--- config.mk ---
export PLATFORM = sky130hd
export DESIGN_NAME = wb_cmd_dispatch
export DESIGN_NICKNAME = d
export VERILOG_FILES = /design/src/rtl/wb_cmd_pkg.sv /design/src/rtl/wb_cmd_dispatch.sv
export SDC_FILE = /design/constraint.sdc
export NUM_CORES = 1
export LEC_CHECK = 0
export CAP_MARGIN = 25
export CORE_UTILIZATION = 35
export DETAILED_ROUTE_END_ITERATION = 10
export REMOVE_ABC_BUFFERS = 1
export SLEW_MARGIN = 40
export SYNTH_ARGS = -nofsm -noshare
export SYNTH_HDL_FRONTEND = slang
export SYNTH_SLANG_ARGS = --single-unit
export TNS_END_PERCENT = 30
--- constraint.sdc ---
create_clock -name wb_clk_i -period 3.31 [get_ports wb_clk_i]
set_clock_uncertainty 0.05 [all_clocks]
set_input_delay 0.8275 -clock wb_clk_i [delete_from_list [all_inputs] [get_ports wb_clk_i]]
set_output_delay 0.8275 -clock wb_clk_i [all_outputs]
set_load 0.01 [all_outputs]
--- src/rtl/wb_cmd_pkg.sv ---
// Shared types and constants for the Wishbone command dispatcher.
package wb_cmd_pkg;

    typedef enum logic [1:0] {
        ST_IDLE  = 2'd0,
        ST_ISSUE = 2'd1,
        ST_WAIT  = 2'd2
    } state_t;

    localparam logic [31:0] STATUS_IDX  = 32'h0000_0010;
    localparam logic [31:0] RESULT_IDX  = 32'h0000_0011;
    // Word index that the slave stage presents for opcode-config writes.
    localparam logic [31:0] OPCODE_ADDR = 32'h3FFF_FFFF;

    localparam int STAT_BUSY    = 0;
    localparam int STAT_DONE    = 1;
    localparam int STAT_ERR     = 2;
    localparam int STAT_TIMEOUT = 3;

    function automatic logic [31:0] status_word(input logic busy, input logic done,
                                                input logic err, input logic tmo);
        logic [31:0] w;
        w               = '0;
        w[STAT_BUSY]    = busy;
        w[STAT_DONE]    = done;
        w[STAT_ERR]     = err;
        w[STAT_TIMEOUT] = tmo;
        return w;
    endfunction

endpackage

--- src/rtl/wb_cmd_dispatch.sv ---
// Operand bank plus single-outstanding command launcher toward the compute core,
// with response timeout and combinational register readback.
//
//   state    | meaning
//   ---------+-----------------------------------------------------
//   ST_IDLE  | no command in flight; opcode/operand writes accepted
//   ST_ISSUE | cmd_valid held until the core asserts cmd_ready
//   ST_WAIT  | waiting for rsp_valid, timer counting toward abort
module wb_cmd_dispatch
    import wb_cmd_pkg::*;
#(
    parameter int NUM_OPERANDS = 4,
    parameter int OPCODE_W     = 8,
    parameter int TIMEOUT      = 1024
) (
    input  logic                      wb_clk_i,
    input  logic                      wb_rst_n_i,
    input  logic                      config_en,
    input  logic                      wb_write_req,
    input  logic                      wb_read_req,
    input  logic [31:0]               wishbone_addr,
    input  logic [31:0]               wishbone_data,
    output logic [31:0]               wishbone_output,
    output logic                      cmd_valid,
    input  logic                      cmd_ready,
    output logic [OPCODE_W-1:0]       cmd_opcode,
    output logic [32*NUM_OPERANDS-1:0] cmd_operands,
    input  logic                      rsp_valid,
    input  logic [31:0]               rsp_data,
    output logic                      done_irq
);

    localparam int TW = $clog2(TIMEOUT);
    localparam logic [TW-1:0] TMAX = TW'(TIMEOUT - 1);

    state_t              state_q, state_d;
    logic [TW-1:0]       timer_q, timer_d;
    logic                wr_pend, op_pend;
    logic [OPCODE_W-1:0] opcode_q;
    logic [31:0]         operand_q [NUM_OPERANDS];
    logic [31:0]         result_q;
    logic                done_q, err_q, tmo_q;

    logic                busy;
    logic                opnd_hit;
    logic                rsp_take;
    logic                tmo_hit;
    logic                busy_wr_err;
    logic                rd_clr;

    assign busy = (state_q != ST_IDLE);

    always_comb begin
        opnd_hit = 1'b0;
        for (int i = 0; i < NUM_OPERANDS; i++) begin
            if (wishbone_addr == 32'(i)) opnd_hit = 1'b1;
        end
    end

    // A busy write is an error whether it targets the opcode or an operand.
    assign busy_wr_err = busy & (op_pend | (wr_pend & opnd_hit));
    assign rd_clr      = wb_read_req & (wishbone_addr == STATUS_IDX);

    always_ff @(posedge wb_clk_i or negedge wb_rst_n_i) begin
        if (!wb_rst_n_i) begin
            wr_pend <= 1'b0;
            op_pend <= 1'b0;
        end else begin
            wr_pend <= wb_write_req;
            op_pend <= config_en & wb_write_req;
        end
    end

    always_ff @(posedge wb_clk_i or negedge wb_rst_n_i) begin
        if (!wb_rst_n_i) begin
            state_q <= ST_IDLE;
            timer_q <= '0;
        end else begin
            state_q <= state_d;
            timer_q <= timer_d;
        end
    end

    always_comb begin
        state_d  = state_q;
        timer_d  = timer_q;
        rsp_take = 1'b0;
        tmo_hit  = 1'b0;
        case (state_q)
            ST_IDLE: begin
                if (op_pend) state_d = ST_ISSUE;
            end
            ST_ISSUE: begin
                if (cmd_ready) begin
                    state_d = ST_WAIT;
                    timer_d = '0;
                end
            end
            ST_WAIT: begin
                if (rsp_valid) begin
                    rsp_take = 1'b1;
                    state_d  = ST_IDLE;
                end else if (timer_q == TMAX) begin
                    tmo_hit = 1'b1;
                    state_d = ST_IDLE;
                    timer_d = '0;
                end else begin
                    timer_d = timer_q + TW'(1);
                end
            end
            default: state_d = ST_IDLE;
        endcase
    end

    always_ff @(posedge wb_clk_i or negedge wb_rst_n_i) begin
        if (!wb_rst_n_i) begin
            opcode_q <= '0;
            result_q <= '0;
            for (int i = 0; i < NUM_OPERANDS; i++) operand_q[i] <= '0;
        end else begin
            if (!busy && op_pend) opcode_q <= wishbone_data[OPCODE_W-1:0];
            if (rsp_take) result_q <= rsp_data;
            for (int i = 0; i < NUM_OPERANDS; i++) begin
                if (!busy && wr_pend && !op_pend && (wishbone_addr == 32'(i)))
                    operand_q[i] <= wishbone_data;
            end
        end
    end

    // Set events beat a same-edge read-to-clear.
    always_ff @(posedge wb_clk_i or negedge wb_rst_n_i) begin
        if (!wb_rst_n_i) begin
            done_q <= 1'b0;
            err_q  <= 1'b0;
            tmo_q  <= 1'b0;
        end else begin
            if (rsp_take)                  done_q <= 1'b1;
            else if (rd_clr)               done_q <= 1'b0;
            if (tmo_hit || busy_wr_err)    err_q  <= 1'b1;
            else if (rd_clr)               err_q  <= 1'b0;
            if (tmo_hit)                   tmo_q  <= 1'b1;
            else if (rd_clr)               tmo_q  <= 1'b0;
        end
    end

    always_comb begin
        wishbone_output = '0;
        if (wishbone_addr == STATUS_IDX) begin
            wishbone_output = status_word(busy, done_q, err_q, tmo_q);
        end else if (wishbone_addr == RESULT_IDX) begin
            wishbone_output = result_q;
        end else begin
            for (int i = 0; i < NUM_OPERANDS; i++) begin
                if (wishbone_addr == 32'(i)) wishbone_output = operand_q[i];
            end
        end
    end

    always_comb begin
        cmd_operands = '0;
        for (int i = 0; i < NUM_OPERANDS; i++) cmd_operands[32*i +: 32] = operand_q[i];
    end

    assign cmd_valid  = (state_q == ST_ISSUE);
    assign cmd_opcode = opcode_q;
    assign done_irq   = done_q;

endmodule

==> results of run 1 <==
## registers in the layout (all words and copies together), names as in the netlist
name / cells
done_irq: 1
err_q: 1
cmd_operands: 128
wr_pend: 1
state_q: 2
op_pend: 1
cmd_opcode: 8
timer_q: 10
tmo_q: 1
result_q: 32
## stage by stage
step | TNS (ns) | power [mW]
6_report | 0 | 5.47
5_1_grt | 0 | 5.70
4_1_cts | -0.0748 | 5.52
3_5_place_dp | -22.46 | 3.40
3_3_place_gp | -23.23 | 3.38
2_1_floorplan | -222.98 | 2.98
## Yosys cell counts, types with 6 or more instances
| library cell | number | area (um2) |
|---|---|---|
| a22o_1 | 63 | 552 |
| clkbuf_1 | 30 | 113 |
| buf_6 | 12 | 135 |
| a21oi_1 | 36 | 180 |
| nand2_1 | 48 | 180 |
| nor4_2 | 6 | 75.1 |
| mux2_4 | 60 | 901 |
| inv_1 | 6 | 22.5 |
| dfrtp_1 | 185 | 4630 |
| nor2_1 | 8 | 30.0 |
| o21ai_0 | 43 | 215 |
| mux2_1 | 60 | 676 |
| mux2_2 | 49 | 552 |
## what timing repair did
action	4_1_cts	5_1_grt
hold buffers	0	0
resized for setup	233	51
pin swaps	41	33
setup endpoints to repair	32	32
setup buffers	10	2
cloned	8	0
## cell type report
class / count / area, um2
fill: 2110 / 11100
multi-input combinational: 431 / 4150
sequential: 185 / 4630
tap: 324 / 405
clock buffer: 17 / 425
antenna: 1 / 2.50
timing repair buffer: 342 / 3490
inverter: 9 / 33.8
clock inverter: 15 / 176
## kinds of logic (layout without fill, tap and decap cells)
family / after synthesis / after routing
DFF: 185 / 185
buffers and inverters: 52 / 383
muxes: 170 / 170
other: 0 / 1
adders and majority gates: 1 / 1
and+or+nand+nor: 105 / 105
AOI/OAI and AO/OA: 154 / 154
xor gates and xnor gates: 1 / 1
## how the worst min path moves through the flow
| stage | endpoint | slack [ns] | cells after the start | start |
|---|---|---|---|---|
| floorplan | timer_q[2] | 0.41 | 1 | timer_q[2] |
| global placement | tmo_q | 0.43 | 2 | tmo_q |
| detailed placement | result_q[13] | 0.44 | 1 | result_q[13] |
| CTS | result_q[12] | 0.35 | 1 | wb_rst_n_i |
| global route | result_q[12] | 0.37 | 1 | wb_rst_n_i |
| finish | result_q[12] | 0.34 | 1 | wb_rst_n_i |
## per-layer routing
metal  part of all wire  track usage  wire (um)
met5                  0            0          0
met4             0.0090       0.0528        267
met3              0.063       0.0646       1860
met2               0.47        0.375      14000
met1               0.46        0.325      13600
## power groups by stage
stage,clock (mW),sequential [mW],combinational (mW)
6_report,2.10,2.64,0.737
5_1_grt,2.24,2.66,0.800
4_1_cts,2.15,2.63,0.742
3_5_place_dp,0,2.68,0.726
3_3_place_gp,0,2.67,0.711
2_1_floorplan,0,2.66,0.322
## worst reg2reg max path: stages, from the launching register on
cell      delay [ns]
dfrtp_1         0.44
nor2_1          0.15
nand3b_1        0.32
nor4_4          0.45
buf_4           0.27
mux2_1          0.34
==> results.json, run 1 <==
{
  "worstSetupPathType": "in2out",
  "p_seq_frac": 0.482,
  "final_common_cell": "clkdlybuf4s50_1",
  "final_cells": 1324,
  "timing.final.ws_setup_ns": 0.0715,
  "clkSinkCount": 185,
  "gr-total-overflow": 0,
  "synth_compound_area_frac": 0.118,
  "powerDensity_mw_per_mm2": 411,
  "dp_slack_ns": -0.772,
  "crit_cells": 7,
  "status": "finished clean",
  "r2r_cells": 5,
  "final_cell_mix": "clkdlybuf4s50_1 (208), dfrtp_1 (185), a22o_1 (63)",
  "cp_num_buf_inv": 3,
  "startpoint": "wishbone_addr[14]",
  "p_clk_frac": 0.383,
  "synth.yosys.seq_area_share": 0.528,
  "numCtsBuffers": 17,
  "synth-edff-count": 0,
  "grt_pass1_vias": 7191,
  "crit_family": "simple AND/OR/NAND/NOR gates",
  "clk_path_buf_depth": 2,
  "grt_max_degree": 68,
  "worst_setup_path_end_kind": "output pin",
  "hp-class": "in2async",
  "synth_mux_area_frac": 0.245,
  "max_stage_delay_ns": 0.37,
  "fmax_mhz": 309,
  "ys.flop_type": "dfrtp_1",
  "coreArea_mm2": 0.0245,
  "rsz0062_at_grt": "no",
  "path_cells": "dlygate4sd2_1 -> nor4_2 -> nand4_2 -> or2_4 -> buf_16 -> a21oi_2 -> buf_2",
  "dp.final_hpwl_um": 19300,
  "max_slew_margin": 0.561,
  "io_pins": 273,
  "p_comb_frac": 0.135,
  "net-switching-power_mw": 1.45,
  "synthSimpleGateAreaFrac": 0.0739,
  "synth-adder-area-share": 0.00143,
  "p_sw_frac": 0.266,
  "power.leakage_nw": 5.92,
  "clkTransAtPathRegs_ns": 0.07,
  "synthCells": 668,
  "dieHeight_um": 160,
  "cellInternalPower_mw": 4.02,
  "initial_core_util": 0.359,
  "areaGrowthSynthToFinish_pct": 51.8,
  "wirelength_um": 29700,
  "dpl_cell_area_mm2": 0.0122,
  "gp_congestion": 0.768,
  "post-route-period-util": 0.978,
  "finalInstanceArea_mm2": 0.0133,
  "synth_cell_types": 48,
  "io_buffers": 272,
  "setup_viol_count_final": 0,
  "ys_ff_latch": 185,
  "hold_slack_ns": 0.336,
  "crit_arrival_ns": 2.36,
  "grt_antenna_before_repair": 1,
  "report.final.slew_viol_count": 0,
  "root_buffer": "clkbuf_16",
  "grt_use_total": 0.238,
  "hold_viol": 0,
  "tightest_slew_ns": 0.659,
  "r2r-start": "state_q[1]",
  "synth_xor_area_frac": 0.000998,
  "drt_iter0_markers": 412,
  "cp_data_required_time_ns": 2.43,
  "cp_slowest_cell": "or2_4",
  "drc_errors": 0,
  "drive_above_1_share": 0.314,
  "rrSetupSlack_ns": 1.18,
  "grt_pass1_wl_um": 45500,
  "cts_max_level": 4,
  "wl_per_cell_um": 22.5,
  "setup.worst_path.start_class": "input pin",
  "synthArstFlopShare": 1.00,
  "tritoncts": "built",
  "utilization": 0.544,
  "clock_latency_ns": 0.43,
  "peakVddDrop_uv": 303,
  "num_vias": 6832,
  "worstReg2RegEnd": "cmd_operands[100]",
  "placed_cells": 1272,
  "dieArea_mm2": 0.0257,
  "avgViaCountPerCell": 5.16,
  "final_nets": 1090,
  "maxCapViolations": 0,
  "ys_warn_count": 0,
  "avgSynthCellArea_um2": 13.1,
  "synth_top_family_by_area": "multiplexers",
  "path_max_fanout": 8,
  "syn_area_mm2": 0.00877,
  "fin_crit_ns": 3.24,
  "rows": 57,
  "dieWidth_um": 160,
  "ant_nets": 0,
  "endpoint": "wishbone_output[28]",
  "dr.pass1.iters": 5
}
Power figures use the tool's default switching activity.
==> inputs of run 2 (changes only) <==
--- a/config.mk
+++ b/config.mk
@@ -8,7 +8,6 @@
 export CAP_MARGIN = 25
 export CORE_UTILIZATION = 35
 export DETAILED_ROUTE_END_ITERATION = 10
-export REMOVE_ABC_BUFFERS = 1
 export SLEW_MARGIN = 40
 export SYNTH_ARGS = -nofsm -noshare
 export SYNTH_HDL_FRONTEND = slang
==> results.json, run 2 (synthesis results as in run 1) <==
{
  "avgViaCountPerCell": 5.18,
  "tightest_slew_ns": 0.604,
  "r2r-start": "state_q[1]",
  "rrSetupSlack_ns": 1.05,
  "fin_crit_ns": 3.24,
  "status": "finished clean",
  "drt_iter0_markers": 463,
  "maxCapViolations": 0,
  "gp_congestion": 0.780,
  "dp.final_hpwl_um": 18600,
  "io_pins": 273,
  "tritoncts": "built",
  "powerDensity_mw_per_mm2": 404,
  "placed_cells": 1271,
  "rsz0062_at_grt": "no",
  "dieWidth_um": 160,
  "setup.worst_path.start_class": "input pin",
  "p_total_mw": 5.37,
  "final_cell_mix": "clkdlybuf4s50_1 (207), dfrtp_1 (185), a22o_1 (63)",
  "cp_data_required_time_ns": 2.43,
  "max_stage_delay_ns": 0.38,
  "wirelength_um": 29500,
  "clk_path_buf_depth": 2,
  "max_slew_margin": 0.598,
  "grt_antenna_before_repair": 1,
  "grt_pass1_wl_um": 44800,
  "ant_nets": 0,
  "dr.pass1.iters": 5,
  "wl_per_cell_um": 22.2,
  "io_buffers": 272,
  "path_max_fanout": 8,
  "clkTransAtPathRegs_ns": 0.08,
  "coreArea_mm2": 0.0245,
  "hp-class": "in2async",
  "drive_above_1_share": 0.310,
  "clkSinkCount": 185,
  "worstSetupPathType": "in2out",
  "final_cells": 1328,
  "crit_arrival_ns": 2.36,
  "worst_setup_path_end_kind": "output pin",
  "postSynthNetCount": 772,
  "worstReg2RegEnd": "cmd_operands[77]",
  "hold_viol": 0,
  "dieArea_mm2": 0.0257,
  "clock_latency_ns": 0.43,
  "initial_core_util": 0.359,
  "crit_family": "simple AND/OR/NAND/NOR gates",
  "cp_slowest_cell": "or2_4",
  "path_cells": "dlygate4sd2_1 -> nor4_4 -> nand4_2 -> or2_4 -> buf_12 -> a21oi_2 -> buf_2",
  "setup_viol_count_final": 0,
  "areaGrowthSynthToFinish_pct": 51.4,
  "drc_errors": 0,
  "grt_max_degree": 74,
  "post-route-period-util": 0.978,
  "final_nets": 1094,
  "grt_pass1_vias": 7148,
  "finalInstanceArea_mm2": 0.0133,
  "final_common_cell": "clkdlybuf4s50_1",
  "root_buffer": "clkbuf_16",
  "cp_num_buf_inv": 3,
  "cts_max_level": 4,
  "dpl_cell_area_mm2": 0.0123,
  "num_vias": 6880,
  "largest_register_ffs": 128,
  "r2r_cells": 5,
  "holdBufCountCts": 0,
  "timing.final.ws_setup_ns": 0.0740,
  "dp_slack_ns": -0.753,
  "gr-total-overflow": 0,
  "numCtsBuffers": 17,
  "grt_use_total": 0.232,
  "fmax_mhz": 309,
  "peakVddDrop_uv": 249,
  "rows": 57,
  "report.final.slew_viol_count": 0,
  "power.leakage_nw": 5.94,
  "dieHeight_um": 160
}
-- run 2: cell count changes in the layout (fill, tap and decap cells not counted), sizes merged --
| cell | before | now |
|---|---|---|
| buf | 103 | 105 |
| bufbuf | 0 | 2 |
| bufinv | 1 | 0 |
| clkbuf | 21 | 22 |
| clkdlybuf4s50 | 208 | 207 |
| clkinvlp | 1 | 3 |
| dlymetal6s2s | 3 | 4 |
| inv | 17 | 15 |
-- run 2: worst max path at each step --
stage / startpoint / endpoint / cells after the start
2_1_floorplan: wishbone_addr[30] / wishbone_output[10] / 6
3_3_place_gp: wishbone_addr[3] / wishbone_output[18] / 8
3_5_place_dp: wishbone_addr[0] / wishbone_output[18] / 7
4_1_cts: wishbone_addr[2] / wishbone_output[17] / 10
5_1_grt: wishbone_addr[25] / wishbone_output[2] / 8
6_report: wishbone_addr[9] / wishbone_output[31] / 7
-- run 2: layout make-up --
cell class                      count  area [um2]
Tap cell                          324         405
Clock buffer                       18         439
Fill cell                        2130       11200
Sequential cell                   185        4630
Multi-Input combinational cell    431        4100
Inverter                            9        33.8
Antenna cell                        1        2.50
Timing Repair Buffer              346        3540
Clock inverter                     14         135
-- run 2: worst register-to-register path: stages, from the launching register on --
cell	delay [ns]
dfrtp_1	0.44
nor2_1	0.15
nand3b_1	0.35
nor4_4	0.43
buf_4	0.38
mux2_4	0.34
-- run 2: metrics by stage --
stage | TNS [ns] | util | hold WS [ns]
3_5_place_dp | -28.10 | 0.502 | 0.439
5_1_grt | 0 | 0.543 | 0.355
6_report | 0 | 0.543 | 0.333
3_3_place_gp | -31.88 | 0.502 | 0.433
2_1_floorplan | 0 | - | 0.414
4_1_cts | -0.00503 | 0.540 | 0.350
-- run 2: report_power, final --
group | switching, mW | internal (mW)
Combinational | 0.312 | 0.427
Clock | 0.982 | 1.02
Sequential | 0.129 | 2.51
-- run 2: timing repair --
item,CTS,global route
cloned,10,1
setup buffers,13,3
gates resized for setup,228,55
endpoints found under the hold margin,0,0
setup endpoints to repair,32,32
pin swaps,24,37
-- run 2: per-layer routing --
layer / vias to the layer above / track usage / part of all wire
met1: 3501 / 0.323 / 0.46
met2: 245 / 0.367 / 0.47
met4: 0 / 0.0450 / 0.0094
met5: - / 0 / 0
met3: 20 / 0.0581 / 0.065
li1: 3114 / - / -
==> edit 1: new RTL, flow settings as in run 1 <==
The parameter `OPCODE_W` goes from 8 to 9.
--- a/src/rtl/wb_cmd_dispatch.sv
+++ b/src/rtl/wb_cmd_dispatch.sv
@@ -11,5 +11,5 @@
 #(
     parameter int NUM_OPERANDS = 4,
-    parameter int OPCODE_W     = 8,
+    parameter int OPCODE_W     = 9,
     parameter int TIMEOUT      = 1024
 ) (
Interface: changed (resized cmd_opcode); port bits go from 273 to 274. The function was not compared with the original's and may differ.
==> edit 1 against run 1 <==
The run now ends with setup timing left. Cell count is 10% higher. Worst setup slack worse by 130 ps. Sequential cell count is 1 higher. Core utilization is 2.8 points lower. Synthesized area is 9.1% higher. Total power is 2.9% higher. Cell area is 4.1% higher. Routed wire length is 4.4% higher. Critical endpoint is now wishbone_output[7]. Highest routed layer unchanged.
==> edit 1: results <==
metrics = {
    "run_status": {
        "outcome": "complete, but fails checks",
        "failed_checks": "setup timing",
    },
    "power": {
        "leakagePower_uw": 0.00628,
        "max-vdd-ir-drop_mv": 0.295,
        "switching_share": 0.280,
    },
    "route": {
        "routed-via-count": 7694,
        "post_detailed_routing_wire_length_mm": 31.0,
        "drt_iter0_drc": 475,
        "route.detailed.vias_per_inst": 5.26,
    },
    "cts": {
        "clkLatencyLatePin_ps": 420,
        "clk_pin_slew_worst_paths_ps": 70,
        "ctsHtreeMaxLevel": 4,
        "clock_root_cell": "sky130_fd_sc_hd__clkbuf_16",
    },
    "setup_path": {
        "critical_path_top_delay_cell": "sky130_fd_sc_hd__or3b_4",
        "crit_path_max_cell_delay_ps": 470,
        "path_max_fanout": 5,
        "cp.arrival_ps": 2490,
    },
    "logic_synthesis": {
        "synthArstFlopShare": 1.00,
        "synth.cells.most_frequent": "sky130_fd_sc_hd__dfrtp_1 (186), sky130_fd_sc_hd__mux2_2 (129), sky130_fd_sc_hd__nand2_1 (72), sky130_fd_sc_hd__a21oi_1 (36), sky130_fd_sc_hd__o21ai_0 (36)",
        "part_of_the_yosys_area_used_for_sequential_elements": 0.486,
        "ys_top_cells_by_area": "sky130_fd_sc_hd__dfrtp_1 (49%), sky130_fd_sc_hd__mux2_2 (15%), sky130_fd_sc_hd__a221oi_2 (4.1%)",
        "syn_area_cell_um2": 12.1,
        "synth.lib_cells_used.distinct": 55,
        "synth-warning-count": 0,
    },
    "placement": {
        "io_buffer_count": 273,
        "post-place-cells": 1419,
        "gp_congestion": 0.818,
        "detailed_placer_s_ending_hpwl_mm": 21.5,
    },
    "timing": {
        "layout_setup_ws_ps": -57.3,
        "timing.max_slew.rel_slack": 0.512,
        "final_setup_violation_count": 16,
    },
    "global_routing": {
        "grt_pass1_wl_mm": 48.4,
        "global_routing_usage_summed_across_all_routing_layers": 0.229,
        "grt_antenna_before_repair": 0,
        "grt_start_max_net_pins": 79,
        "first_global_vias": 7854,
    },
    "layout": {
        "post_route_cells_drive_above_1_share": 0.337,
        "num_antenna_cells": 0,
        "nets": 1215,
    },
}
## edit 1: cell types whose count changed after synthesis, sizes merged, moves of 26 or more
cell / delta
nand3b: +26
a221oi: +27
a21o: +29
nor2b: +31
a22o: -61
o21bai: +27
## edit 1: worst paths after layout
check	startpoint	to	slack (ps)	cells after the start
max	wishbone_addr[3]	wishbone_output[7]	-60	8
min	wb_rst_n_i	result_q[20]$_DFFE_PN0P_	410	1
max reg2reg	state_q[1]$_DFFE_PN0P_	cmd_operands[15]$_DFFE_PN0P_	1230	5
min reg2reg	result_q[6]$_DFFE_PN0P_	result_q[6]$_DFFE_PN0P_	460	1
max in group asynchronous	wb_rst_n_i	cmd_operands[64]$_DFFE_PN0P_	2140	2
min in group wb_clk_i	result_q[6]$_DFFE_PN0P_	result_q[6]$_DFFE_PN0P_	460	1
## edit 1: layout make-up
class	instances	area [um2]
fillers	2410	13000
clock buffers	17	425
flip-flops and latches	186	4650
clock inverters	13	133
well taps	341	427
inverters	6	22.5
repair buffers	360	3470
multi-input cells	540	4740
## edit 1: cell families (layout without fill, tap and decap cells)
| kind of cell | Yosys count | after routing | synth area share |
|---|---|---|---|
| AOI/OAI and AO/OA | 175 | 175 | 0.141 |
| xor gates and xnor gates | 2 | 2 | 0.00183 |
| adders and majority gates | 1 | 1 | 0.00131 |
| buffers and inverters | 65 | 396 | 0.0360 |
| DFF | 186 | 186 | 0.486 |
| muxes | 174 | 174 | 0.211 |
| and+or+nand+nor | 188 | 188 | 0.123 |
## edit 1: critical path: cells and delay by family
kind                   cells  cell delay (ps)
AO/OA/AOI/OAI              1              160
buffers and inverters      4              570
AND/OR/NAND/NOR            3              920
## edit 1: through the flow
step	worst slack, ps	TNS, ps	cell area (um2)
floorplan	-1760	-101010	9250
global route	-200	-3770	13900
CTS	-57.1	-815	13900
finish	-57.3	-592	13900
global placement	-863	-24850	13100
detailed placement	-910	-25960	13100
## edit 1: power groups by stage
stage	logic, uW	clock network, uW	registers [uW]
6_report	983	1970	2670
5_1_grt	1060	2130	2710
2_1_floorplan	452	0	2700
4_1_cts	987	2040	2670
3_5_place_dp	979	0	2710
3_3_place_gp	970	0	2700
## edit 1: timing repair
action,CTS,global route
pin swaps,14,5
cloned,5,0
resized for setup,282,10
setup buffers,12,0
endpoints found under the setup margin,32,32
## edit 1: routing by layer
layer | up-vias | global-route usage | wire (um)
met1 | 3892 | 0.325 | 14500
li1 | 3535 | - | -
met4 | 0 | 0.0463 | 310
met3 | 17 | 0.0468 | 1700
met2 | 250 | 0.361 | 14500
met5 | - | 0 | 0
==> edit 2: new RTL, flow settings as in run 1 <==
Made on the original files. Add an input register stage for `config_en`, cleared by the reset; this delays it by one clock. The other inputs are not delayed to match.
--- a/src/rtl/wb_cmd_dispatch.sv
+++ b/src/rtl/wb_cmd_dispatch.sv
@@ -34,4 +34,14 @@
     localparam logic [TW-1:0] TMAX = TW'(TIMEOUT - 1);
 
+    logic config_en_q;
+
+    always_ff @(posedge wb_clk_i or negedge wb_rst_n_i) begin
+        if (!wb_rst_n_i) begin
+            config_en_q <= '0;
+        end else begin
+            config_en_q <= config_en;
+        end
+    end
+
     state_t              state_q, state_d;
     logic [TW-1:0]       timer_q, timer_d;
@@ -68,5 +78,5 @@
         end else begin
             wr_pend <= wb_write_req;
-            op_pend <= config_en & wb_write_req;
+            op_pend <= config_en_q & wb_write_req;
         end
     end
Formal check against the unedited RTL: not equivalent (a bounded check fails within 4 cycles, from zero or initial values and one cycle with wb_rst_n_i low).
==> edit 2 against run 1 <==
Worst setup slack got worse by 24 ps. Synthesized area increased by 0.29%. Routed wire length increased by 0.61%. Total power decreased by 0.86%. Sequential cell count increased by 1. Critical path depth unchanged. Die area increased by 0.28%. Clock power decreased by 4%. Cell area increased by 1.7%. Non-clock buffer count increased by 19. Largest power group unchanged. Highest routed layer unchanged.
==> edit 2: results <==
metrics = {
    "logic_synthesis": {
        "synthArstFlopShare": 1.00,
        "synth.lib_cells_used.distinct": 48,
        "synth.cells.most_frequent": "sky130_fd_sc_hd__dfrtp_1 (186), sky130_fd_sc_hd__a22o_1 (63), sky130_fd_sc_hd__mux2_1 (60), sky130_fd_sc_hd__mux2_4 (60), sky130_fd_sc_hd__mux2_2 (49)",
        "ys_top_cells_by_area": "sky130_fd_sc_hd__dfrtp_1 (53%), sky130_fd_sc_hd__mux2_4 (10%), sky130_fd_sc_hd__mux2_1 (7.7%)",
        "synth-warning-count": 0,
        "part_of_the_yosys_area_used_for_sequential_elements": 0.529,
        "synth_cells": 669,
    },
    "cts": {
        "clk_pin_slew_worst_paths_ps": 70,
        "ctsHtreeMaxLevel": 4,
        "clkLatencyLatePin_ps": 430,
        "cts_buffers": 17,
        "clock_root_cell": "sky130_fd_sc_hd__clkbuf_16",
        "max-clock-path-buffers": 2,
    },
    "setup_path": {
        "regToRegStartpoint": "state_q[1]$_DFFE_PN0P_",
        "r2r-end": "cmd_operands[65]$_DFFE_PN0P_",
        "regToRegSetupSlack_ps": 1080,
        "path_max_fanout": 7,
        "reg2regPathDepth": 5,
    },
    "timing": {
        "holdWs_ps": 362,
        "timing.max_slew.rel_slack": 0.570,
    },
    "global_routing": {
        "grt_start_max_net_pins": 76,
        "grt_antenna_before_repair": 1,
        "first_global_vias": 7251,
        "grt_pass1_wl_mm": 45.2,
        "global_routing_usage_summed_across_all_routing_layers": 0.234,
    },
    "power": {
        "leakagePower_uw": 0.00606,
        "max-vdd-ir-drop_mv": 0.317,
    },
    "run_status": {
        "outcome": "complete, no violations",
    },
    "placement": {
        "detailed_placer_s_ending_hpwl_mm": 19.7,
        "gp_congestion": 0.811,
        "dp_slack_ps": -764,
        "io_buffer_count": 272,
        "post-place-cells": 1281,
    },
    "route": {
        "drt_pass1_iterations": 4,
        "route.detailed.vias_per_inst": 5.12,
        "drt-wirelength-per-cell_um": 22.3,
        "drt_iter0_drc": 245,
        "routed-via-count": 6878,
    },
    "layout": {
        "fillerInstances": 2134,
        "largest_register_ffs": 128,
        "nets": 1110,
        "post_route_cells_drive_above_1_share": 0.323,
        "num_antenna_cells": 0,
    },
    "worst_hold_path": {
        "timing.hold.worst.class": "input port to asynchronous set/reset pin",
    },
}
edit 2: worst max-delay path: stages:
cell and delay, ps:
sky130_fd_sc_hd__dlygate4sd2_1 240, sky130_fd_sc_hd__nor4_2 300, sky130_fd_sc_hd__nand4_2 150, sky130_fd_sc_hd__or2_4 390
sky130_fd_sc_hd__buf_16 190, sky130_fd_sc_hd__a21oi_2 110, sky130_fd_sc_hd__buf_2 160
edit 2: per-stage QoR:
step	total power (uW)	util	cell area (um2)
floorplan	2990	-	8550
global placement	3390	0.506	12400
detailed placement	3410	0.506	12400
CTS	5470	0.545	13300
global route	5660	0.554	13500
finish	5420	0.554	13500
edit 2: how the worst max path moves through the flow:
stage / startpoint / to / slack [ps] / cells after the start
after floorplan: wishbone_addr[2] / cmd_operands[127]$_DFFE_PN0P_ / -1910 / 4
final: wishbone_addr[16] / wishbone_output[31] / 50 / 7
after CTS: wishbone_addr[2] / wishbone_output[14] / 2 / 10
after global placement: wishbone_addr[3] / wishbone_output[21] / -740 / 8
after global routing: wishbone_addr[3] / wishbone_output[7] / -10 / 11
after detailed placement: wishbone_addr[3] / wishbone_output[22] / -760 / 8
edit 2: cell type report:
type                       count  area (um2)  share of cell area
sequential                   186        4650               0.344
multi-input combinational    431        4140               0.306
inverter                       9        33.8             0.00249
clock buffer                  18         429              0.0317
tap                          324         405              0.0299
clock inverter                14         150              0.0111
timing repair buffer         361        3730               0.276
edit 2: logic make-up (layout without fill, tap and decap cells):
family / count (synthesis) / in the layout / share of synthesized area
buf+inv: 52 / 402 / 0.0326
compound gates: 154 / 154 / 0.118
mux: 170 / 170 / 0.244
simple gates: 105 / 105 / 0.0737
fa+ha+maj: 1 / 1 / 0.00142
flops: 186 / 186 / 0.529
xor+xnor: 1 / 1 / 0.000996
edit 2: per-layer routing:
layer  up-vias  track usage  share of wire
li1       3145            -              -
met1      3511        0.303           0.44
met2       196        0.385           0.49
met3        26       0.0630          0.061
met4         0       0.0623          0.013
met5         -            0              0
edit 2: where the power goes:
group / internal, uW / switching [uW] / leakage, uW / total [uW]
Clock: 1010 / 1010 / 0.000283 / 2020
Combinational: 435 / 307 / 0.00328 / 742
Sequential: 2520 / 139 / 0.00249 / 2660
edit 2: timing repair:
action,in CTS,in global routing
gates resized for setup,235,61
setup endpoints to repair,32,32
pin swaps,35,25
setup buffers,19,3
gates cloned,9,2
